## src/rtl/judge_score_display_pkg.sv

```systemverilog
// Shared encodings for the judge score display: judge codes, glyphs and score increments.
package judge_score_display_pkg;

  typedef enum logic [1:0] {
    JUDGE_IDLE    = 2'b00,
    JUDGE_MISS    = 2'b01,
    JUDGE_NORMAL  = 2'b10,
    JUDGE_PERFECT = 2'b11
  } judge_t;

  // Glyphs are {dp,g,f,e,d,c,b,a}, 1 = segment lit.
  localparam logic [7:0] GLYPH_0     = 8'h3F;
  localparam logic [7:0] GLYPH_1     = 8'h06;
  localparam logic [7:0] GLYPH_2     = 8'h5B;
  localparam logic [7:0] GLYPH_3     = 8'h4F;
  localparam logic [7:0] GLYPH_4     = 8'h66;
  localparam logic [7:0] GLYPH_5     = 8'h6D;
  localparam logic [7:0] GLYPH_6     = 8'h7D;
  localparam logic [7:0] GLYPH_7     = 8'h07;
  localparam logic [7:0] GLYPH_8     = 8'h7F;
  localparam logic [7:0] GLYPH_9     = 8'h6F;
  localparam logic [7:0] GLYPH_BLANK = 8'h00;

  localparam logic [1:0] INC_MISS    = 2'd0;
  localparam logic [1:0] INC_NORMAL  = 2'd1;
  localparam logic [1:0] INC_PERFECT = 2'd2;

  function automatic logic [1:0] judge_increment(input logic [1:0] judge);
    case (judge)
      JUDGE_PERFECT: judge_increment = INC_PERFECT;
      JUDGE_NORMAL:  judge_increment = INC_NORMAL;
      default:       judge_increment = INC_MISS;
    endcase
  endfunction

endpackage

```

## src/rtl/judge_score_display_bcd_to_seg7.sv

```systemverilog
// Combinational BCD digit to 7-segment glyph; blank flag or non-BCD value gives an unlit digit.
module bcd_to_seg7
  import judge_score_display_pkg::*;
(
  input  logic [3:0] digit,
  input  logic       blank,
  output logic [7:0] seg
);

  always_comb begin
    seg = GLYPH_BLANK;
    if (!blank) begin
      case (digit)
        4'd0:    seg = GLYPH_0;
        4'd1:    seg = GLYPH_1;
        4'd2:    seg = GLYPH_2;
        4'd3:    seg = GLYPH_3;
        4'd4:    seg = GLYPH_4;
        4'd5:    seg = GLYPH_5;
        4'd6:    seg = GLYPH_6;
        4'd7:    seg = GLYPH_7;
        4'd8:    seg = GLYPH_8;
        4'd9:    seg = GLYPH_9;
        default: seg = GLYPH_BLANK;
      endcase
    end
  end

endmodule

```

## src/rtl/judge_score_display.sv

```systemverilog
// Saturating BCD score accumulator with judge hold timer and multiplexed 7-segment scan.
// Define SEG_ACTIVE_LOW_EN for active-low o_seg/o_com drive.
module judge_score_display
  import judge_score_display_pkg::*;
#(
  parameter int DIGITS      = 4,
  parameter int SCAN_DIV    = 50000,
  parameter int HOLD_CYCLES = 25000000
) (
  input  logic                  i_clk,
  input  logic                  i_rst_n,
  input  logic                  i_judge_valid,
  input  logic [1:0]            i_judge,
  input  logic                  i_clear,
  output logic [4*DIGITS-1:0]   o_score,
  output logic [1:0]            o_judge,
  output logic [7:0]            o_seg,
  output logic [DIGITS-1:0]     o_com
);

  localparam int SW = 4 * DIGITS;
  localparam int PW = (SCAN_DIV > 1) ? $clog2(SCAN_DIV) : 1;
  localparam int TW = (HOLD_CYCLES > 1) ? $clog2(HOLD_CYCLES) : 1;
  localparam int IW = (DIGITS > 1) ? $clog2(DIGITS) : 1;

  localparam logic [PW-1:0] PRESC_LAST = PW'(SCAN_DIV - 1);
  localparam logic [TW-1:0] HOLD_LAST  = TW'(HOLD_CYCLES - 1);
  localparam logic [IW-1:0] IDX_LAST   = IW'(DIGITS - 1);
  localparam logic [SW-1:0] ALL_NINES  = {DIGITS{4'h9}};

`ifdef SEG_ACTIVE_LOW_EN
  localparam logic [7:0]        SEG_OFF = 8'hFF;
  localparam logic [DIGITS-1:0] COM_OFF = '1;
`else
  localparam logic [7:0]        SEG_OFF = 8'h00;
  localparam logic [DIGITS-1:0] COM_OFF = '0;
`endif

  logic [SW-1:0]     score_reg;
  logic [1:0]        judge_reg;
  logic [TW-1:0]     timer_reg;
  logic [PW-1:0]     presc_reg;
  logic [IW-1:0]     idx_reg;
  logic [7:0]        seg_reg;
  logic [DIGITS-1:0] com_reg;

  logic                  strobe;
  logic [DIGITS:0][1:0]  carry;
  logic [SW-1:0]         sum;
  logic [SW-1:0]         score_next;
  logic [DIGITS-1:0]     upper_zero;
  logic [3:0]            cur_digit;
  logic                  cur_blank;
  logic [7:0]            glyph;

  assign strobe   = i_judge_valid && (i_judge != JUDGE_IDLE);
  assign carry[0] = judge_increment(i_judge);

  // Ripple decimal add; carry out of the top digit means the score would pass all-9s.
  for (genvar gi = 0; gi < DIGITS; gi++) begin : g_bcd
    logic [4:0] raw;
    assign raw              = {1'b0, score_reg[4*gi +: 4]} + {3'b000, carry[gi]};
    assign carry[gi+1]      = (raw > 5'd9) ? 2'd1 : 2'd0;
    assign sum[4*gi +: 4]   = (raw > 5'd9) ? 4'(raw - 5'd10) : raw[3:0];
    assign upper_zero[gi]   = (score_reg[SW-1:4*gi] == '0);
  end

  assign score_next = (carry[DIGITS] != 2'd0) ? ALL_NINES : sum;

  always_ff @(posedge i_clk or negedge i_rst_n) begin
    if (!i_rst_n) begin
      score_reg <= '0;
      judge_reg <= JUDGE_IDLE;
      timer_reg <= '0;
    end else if (i_clear) begin
      score_reg <= '0;
      judge_reg <= JUDGE_IDLE;
      timer_reg <= '0;
    end else if (strobe) begin
      score_reg <= score_next;
      judge_reg <= i_judge;
      timer_reg <= HOLD_LAST;
    end else if (judge_reg != JUDGE_IDLE) begin
      if (timer_reg == '0) judge_reg <= JUDGE_IDLE;
      else                 timer_reg <= timer_reg - 1'b1;
    end
  end

  always_ff @(posedge i_clk or negedge i_rst_n) begin
    if (!i_rst_n) begin
      presc_reg <= '0;
      idx_reg   <= '0;
    end else if (presc_reg == PRESC_LAST) begin
      presc_reg <= '0;
      idx_reg   <= (idx_reg == IDX_LAST) ? '0 : idx_reg + 1'b1;
    end else begin
      presc_reg <= presc_reg + 1'b1;
    end
  end

  assign cur_digit = score_reg[{idx_reg, 2'b00} +: 4];
  assign cur_blank = (idx_reg != '0) && upper_zero[idx_reg];

  bcd_to_seg7 u_seg (
    .digit (cur_digit),
    .blank (cur_blank),
    .seg   (glyph)
  );

  always_ff @(posedge i_clk or negedge i_rst_n) begin
    if (!i_rst_n) begin
      seg_reg <= SEG_OFF;
      com_reg <= COM_OFF;
    end else begin
      seg_reg <= glyph ^ SEG_OFF;
      com_reg <= (DIGITS'(1) << idx_reg) ^ COM_OFF;
    end
  end

  assign o_score = score_reg;
  assign o_judge = judge_reg;
  assign o_seg   = seg_reg;
  assign o_com   = com_reg;

endmodule
```

## config.mk

```make
export PLATFORM = sky130hd
export DESIGN_NAME = judge_score_display
export DESIGN_NICKNAME = d
export VERILOG_FILES = /design/src/rtl/judge_score_display_pkg.sv /design/src/rtl/judge_score_display_bcd_to_seg7.sv /design/src/rtl/judge_score_display.sv
export SDC_FILE = /design/constraint.sdc
export NUM_CORES = 1
export LEC_CHECK = 0
export CAP_MARGIN = 20
export CORE_MARGIN = 3
export CORE_UTILIZATION = 40
export DETAILED_ROUTE_END_ITERATION = 6
export GPL_ROUTABILITY_DRIVEN = 0
export GPL_TIMING_DRIVEN = 0
export PLACE_DENSITY = 0.68
export SYNTH_ARGS = -nofsm -noshare
export SYNTH_HDL_FRONTEND = slang
export SYNTH_SLANG_ARGS = --single-unit
export TNS_END_PERCENT = 100
```

## constraint.sdc

```tcl
create_clock -name i_clk -period 8.8 [get_ports i_clk]
set_clock_uncertainty 0.15 [all_clocks]
set_input_delay 1.76 -clock i_clk [delete_from_list [all_inputs] [get_ports i_clk]]
set_output_delay 1.76 -clock i_clk [all_outputs]
set_load 0.005 [all_outputs]
```

; After elaboration in Yosys (flattened, before gate mapping)
; Memories as Yosys holds them, arrays and structs flattened.
; Index checks and enable logic that the tools add are counted.
[totals]
latch_bits = 0
output_inout_bits = 30
ff_bits = 73
wordCells = 72
rom_bits = 112
mem_bits_rw = 0
n_memories = 1
inputBits = 6
[memory_table]
columns = memory, depth, width, read_ports, rd_clocked_by_memory_dff, write_ports, line
row1 = (name not given), 16, 7, 1, 0, 0, judge_score_display_bcd_to_seg7.sv:13  ; case (digit)
[classes]
n_eq_ne = 5
reduce_logical = 16
bitwise_logic = 0
div = 0
n_lt_le_gt_ge = 5
n_shift = 2
mul = 0
n_mux = 25
add_sub_neg = 11
[op_table]
columns = operator, count
row1 = 2-to-1 mux 25 bit, 4
row2 = 2-to-1 mux 16 bit, 4
row3 = logical NOT 25 bit, 1
row4 = subtractor 25 x 1 -> 25 bit (second input constant), 1
row5 = > comparator 5 x 4 -> 1 bit (second input constant), 4
row6 = adder 16 x 1 -> 16 bit (second input constant), 1
row7 = equality test 16 bit (second input constant), 1
row8 = logical NOT 16 bit, 1
row9 = 2-to-1 mux 4 bit, 4
row10 = variable part select 16 x 5 -> 4 bit, 1
row11 = subtractor 4 bit (second input constant), 4
row12 = adder 4 x 1 -> 5 bit, 3
row13 = logical NOT 12 bit, 1
row14 = 2-to-1 mux 2 bit, 5
row15 = nonzero test 2 bit, 5
row16 = logical NOT 8 bit, 1
row17 = 2-to-1 mux 8 bit, 1
row18 = equality test 2 bit (second input constant), 3
row19 = nonzero test 3 bit, 2
row20 = adder 4 x 2 -> 5 bit, 1
row21 = 2-to-1 mux 1 bit, 5
row22 = logical NOT 4 bit, 1
row23 = one-hot mux 2 bit (2 select lines), 1
row24 = AND reduction 2 bit, 2
row25 = other kinds (6), 7

; Logic depth before layout (Yosys ltp)
[logic_depth]
ltp_word = 18
depth_mapped = 26
ltp_nobuf = 24

; Modules after synthesis
; A second synthesis with hierarchy kept.
[hier_totals]
hier_cells = 448
area_unflattened_um2 = 4325.4
[by_module_without_submodules]
columns = mod, area_per_inst_um2, seq_area_each_um2, n_inst, cells_each
row1 = judge_score_display, 4083.9, 1826.8, 1, 415
row2 = bcd_to_seg7, 241.5, 0.0, 1, 33

; Worst setup path after synthesis
; Ideal clock, no wire load.
[synth_path]
path_kind = input -> register
startpoint = input i_judge[1]
endpoint = register score_reg[2], in the netlist o_score[2]
setup_time_ps = 124
arrival_time_ps = 7203
required_time_ps = 8526
n_path_buf = 2
stages = 25
slack_ps = 1323
cell_sequence = nor2b_1 > ha_1 > inv_1 > fa_1 > clkbuf_1 > mux2i_1 > nand2_1 > o221a_2 > ha_1 > ha_1 > o21ai_0 > or2_2 > a2bb2oi_1 > ha_1 > ha_1 > clkbuf_1 > o21ai_0 > a221oi_1 > ha_1 > ha_1 > nand2b_1 > nor2_1 > o31ai_1 > a2111oi_0 > a211o_1
[synth_between]
elab_chain_cells = 18
word_cells_on_any_way = 24
classes_between = 5 x add/sub / 4 x order compare / 2 x eq/ne / 9 x mux / 4 x reduce/logical
[synth_rtl]
columns = item, line
row1 = "start, declared", judge_score_display.sv:13  ; input logic [1:0] i_judge,
row2 = equality test 2 bit, judge_score_display_pkg.sv:29  ; case (judge)
row3 = one-hot mux 2 bit (2 select lines), judge_score_display_pkg.sv:29
row4 = adder 4 x 2 -> 5 bit, judge_score_display.sv:62  ; assign raw = {1'b0, score_reg[4*gi +: 4]} + {3'b000, carry[gi]};
row5 = > comparator 5 x 4 -> 1 bit, "judge_score_display.sv:63, judge_score_display.sv:64"
row6 = 2-to-1 mux 1 bit, judge_score_display.sv:63  ; assign carry[gi+1] = (raw > 5'd9) ? 2'd1 : 2'd0;
row7 = adder 4 x 1 -> 5 bit, judge_score_display.sv:62
row8 = > comparator 5 x 4 -> 1 bit, judge_score_display.sv:63
row9 = 2-to-1 mux 1 bit, judge_score_display.sv:63
row10 = [... 2 more ...], -
row11 = 2-to-1 mux 1 bit, judge_score_display.sv:63
row12 = adder 4 x 1 -> 5 bit, judge_score_display.sv:62
row13 = > comparator 5 x 4 -> 1 bit, judge_score_display.sv:63
row14 = 2-to-1 mux 1 bit, judge_score_display.sv:63
row15 = nonzero test 2 bit, judge_score_display.sv:68  ; assign score_next = (carry[DIGITS] != 2'd0) ? ALL_NINES : sum;
row16 = 2-to-1 mux 16 bit, judge_score_display.sv:68
row17 = 2-to-1 mux 16 bit, judge_score_display.sv:79  ; end else if (strobe) begin
row18 = 2-to-1 mux 16 bit, judge_score_display.sv:75  ; end else if (i_clear) begin
row19 = "end signal, assigned", judge_score_display.sv:80  ; score_reg <= score_next;
row20 = "end, declared", judge_score_display.sv:39  ; logic [SW-1:0] score_reg;
; Parallel ways exist; a longest one is shown, timed or not. The select of a mux whose other input is x is not followed.
; A chain may end at the register's enable or synchronous reset.

; Final worst setup path
; Same ends and word-level chain as after synthesis.

==> results.py <==
metrics = {
    "worst_setup_path": {
        "path_class": "in2reg",
        "cp_slowest_cell": "clkdlybuf4s50_1",
        "crit_path_start_kind": "input port",
        "critPathMaxStageDelay_ns": 0.53,
        "startpoint": "i_judge[1]",
        "worstPathRequired_ns": 8.90,
        "timing.rr.start": "o_score[0]",
        "crit_path_max_fanout": 8,
        "arrival_ns": 8.32,
        "r2r-end": "o_score[2]",
        "path_common_cell": "ha_1",
        "rrSetupSlack_ns": 2.17,
        "end_kind": "flip-flop",
        "ff2ff_path_depth": 25,
    },
    "power_and_ir_drop": {
        "sequentialPowerShare_pct": 48.2,
        "powerDensity_mw_per_mm2": 150,
        "p_clk_share_pct": 35.9,
        "power_mw": 0.746,
        "swShare_pct": 28.7,
        "power.switching_mw": 0.214,
        "vdd_ir_drop_max_v": 0.0000770,
        "combPwrFrac_pct": 15.9,
        "leakage_nw": 2.04,
        "p_int_mw": 0.532,
    },
    "synth": {
        "netlist_instances": 433,
        "ys_seq_elements": 72,
        "syn_nets": 462,
        "synth_seq_area_share_pct": 42.7,
        "yosysWarnings": 0,
        "syn_area_mm2": 0.00422,
        "async_flop_share_pct": 100,
        "synth_top_cell_area_share_pct": 42.7,
        "synth_cell_types": 61,
        "synthTopCellsByArea": "dfrtp_1, ha_1, nor2_1, xor2_1, a21oi_1",
        "synth_ff_type": "dfrtp_1",
        "synth-edff-count": 0,
        "postSynthAreaPerCell_um2": 9.74,
        "synth_top_area_cell": "dfrtp_1",
    },
    "min_path": {
        "hp-start": "presc_reg[12]",
        "holdPathEnd": "presc_reg[12]",
        "hold_path_depth": 1,
        "hold_class": "reg2reg",
    },
    "cells_and_area": {
        "most-common-layout-cells": "dfrtp_1, nor2_1, clkdlybuf4s50_1",
        "drive_gt1_share_pct": 8.66,
        "stdcell_count": 618,
        "layout_commonest_cell": "dfrtp_1",
        "syn2layout_area_growth_pct": 17.5,
        "largest_register_ffs": 25,
        "nFillCells": 966,
        "final_area_mm2": 0.00496,
        "regArea_mm2": 0.00180,
        "diodes": 0,
        "final_net_count": 509,
        "multiInputGateArea_mm2": 0.00226,
    },
    "detailed_routing": {
        "wl_per_cell_um": 15.7,
        "drcViolationCount": 0,
        "wl_um": 9680,
        "vias": 3373,
        "dr.pass1.iters": 4,
        "via_per_inst": 5.46,
        "drt_iter0_markers": 160,
        "drt.antenna.violating_nets": 0,
    },
    "grt": {
        "grt-ovfl-total": 0,
        "grt_use_total_pct": 17.7,
        "grt_max_degree": 64,
        "grt_pass1_vias": 3430,
        "grt_pass1_wl_um": 16400,
        "antenna_found_initial": 0,
    },
    "clock_tree": {
        "clkLatencyLatePin_ns": 0.36,
        "cts_tree": "done",
        "htreeDepth": 3,
        "clk_pin_slew_ns": 0.10,
        "clock_sinks": 72,
        "cts_buffer_depth": 2,
        "cts_root_buffer": "clkbuf_8",
        "cts_made_buffers": 9,
        "cts_hold_buf": 0,
    },
    "placed_design": {
        "place_hpwl_um": 6800,
        "place_area_mm2": 0.00476,
        "dp.cells": 602,
        "pre_cts_ws_ns": 0.110,
        "io_buffers": 34,
    },
    "timing": {
        "timing.final.crit_share_pct": 93.4,
        "max_freq_mhz": 122,
        "rsz0062_at_grt": "no",
        "worst_slack_ns": 0.580,
        "finalHoldViolations": 0,
        "max_slew_margin_pct": 37.7,
        "finalSetupViolCount": 0,
        "finalMaxSlewViolations": 0,
        "post-route-min-period_ns": 8.22,
        "tightest_slew_ns": 0.911,
        "tns_ns": 0,
    },
    "floorplan": {
        "rows": 36,
        "dieArea_mm2": 0.0118,
        "start_util_pct": 42.2,
        "die_w_um": 109,
        "core_area_mm2": 0.0100,
        "die_h_um": 109,
        "ios": 36,
    },
    "flow_run": {
        "cap_violations": 0,
    },
    "status": {
        "status": "finished, final reports clean",
    },
}
## how the worst max path moves through the flow
stage	cells after the start	slack (ns)	end
2_1_floorplan	25	1.32	o_score[2]
3_3_place_gp	26	-0.26	o_score[2]
3_5_place_dp	27	0.11	o_score[2]
4_1_cts	27	0.48	o_score[2]
5_1_grt	27	0.03	o_score[2]
6_report	27	0.58	o_score[2]
## power by group through the flow
stage / registers (mW) / logic, mW / clock network [mW]
global route: 0.362 / 0.133 / 0.286
global placement: 0.365 / 0.114 / 0
CTS: 0.359 / 0.119 / 0.274
detailed placement: 0.366 / 0.119 / 0
finish: 0.359 / 0.118 / 0.268
floorplan: 0.363 / 0.0723 / 0
## critical path: cells and delay by family
| kind | cells | cell delay (ns) |
|---|---|---|
| adders and majority gates | 8 | 2.09 |
| AOI/OAI and AO/OA | 8 | 2.19 |
| buffers and inverters | 5 | 1.37 |
| muxes | 1 | 0.18 |
| and+or+nand+nor | 5 | 0.72 |
## metrics by stage
| step | util, % | hold WS, ns |
|---|---|---|
| after floorplan | - | 0.307 |
| after global placement | 47.3 | 0.334 |
| after detailed placement | 47.6 | 0.332 |
| after CTS | 49.5 | 0.349 |
| after global routing | 49.6 | 0.373 |
| final | 49.6 | 0.345 |
## synth_stat cells, drive strengths merged (9+ instances only)
master,number
a21oi,30
clkbuf,20
dfrtp,72
ha,22
inv,14
nand2,18
nand3,12
nor2,48
nor3,18
nor4,9
o21ai,18
xnor2,16
xor2,19
## per-layer routing
metal / wire (um) / track usage, %
met3: 380 / 3.79
met4: 210 / 6.76
met2: 4510 / 27.9
met5: 0 / 0
met1: 4570 / 23.8
## cell type report
cell class	instances	share of cell area, %
Multi-Input combinational cell	323	45.6
Sequential cell	72	36.3
Timing Repair Buffer	36	7.47
Tap cell	133	3.36
Clock buffer	10	2.57
Buffer	24	2.27
Clock inverter	6	1.36
Inverter	14	1.06
## cells by family (layout without fill, tap and decap cells)
logic type	count (synthesis)	count (layout)	share of synthesized area, %
other	1	1	0.0889
multiplexers	14	14	4.60
AO/OA/AOI/OAI	90	90	14.4
flip-flops	72	72	42.7
AND/OR/NAND/NOR	160	160	20.0
adder cells (fa/ha/maj)	23	23	7.00
buffers and inverters	38	90	3.91
XOR/XNOR	35	35	7.27
## repair_timing
action / CTS / global route
gates resized for setup: 0 / 1
endpoints found under the setup margin: 0 / 6
hold endpoints to repair: 0 / 0
setup buffers: 0 / 0
(Power assumes the default switching activity.)
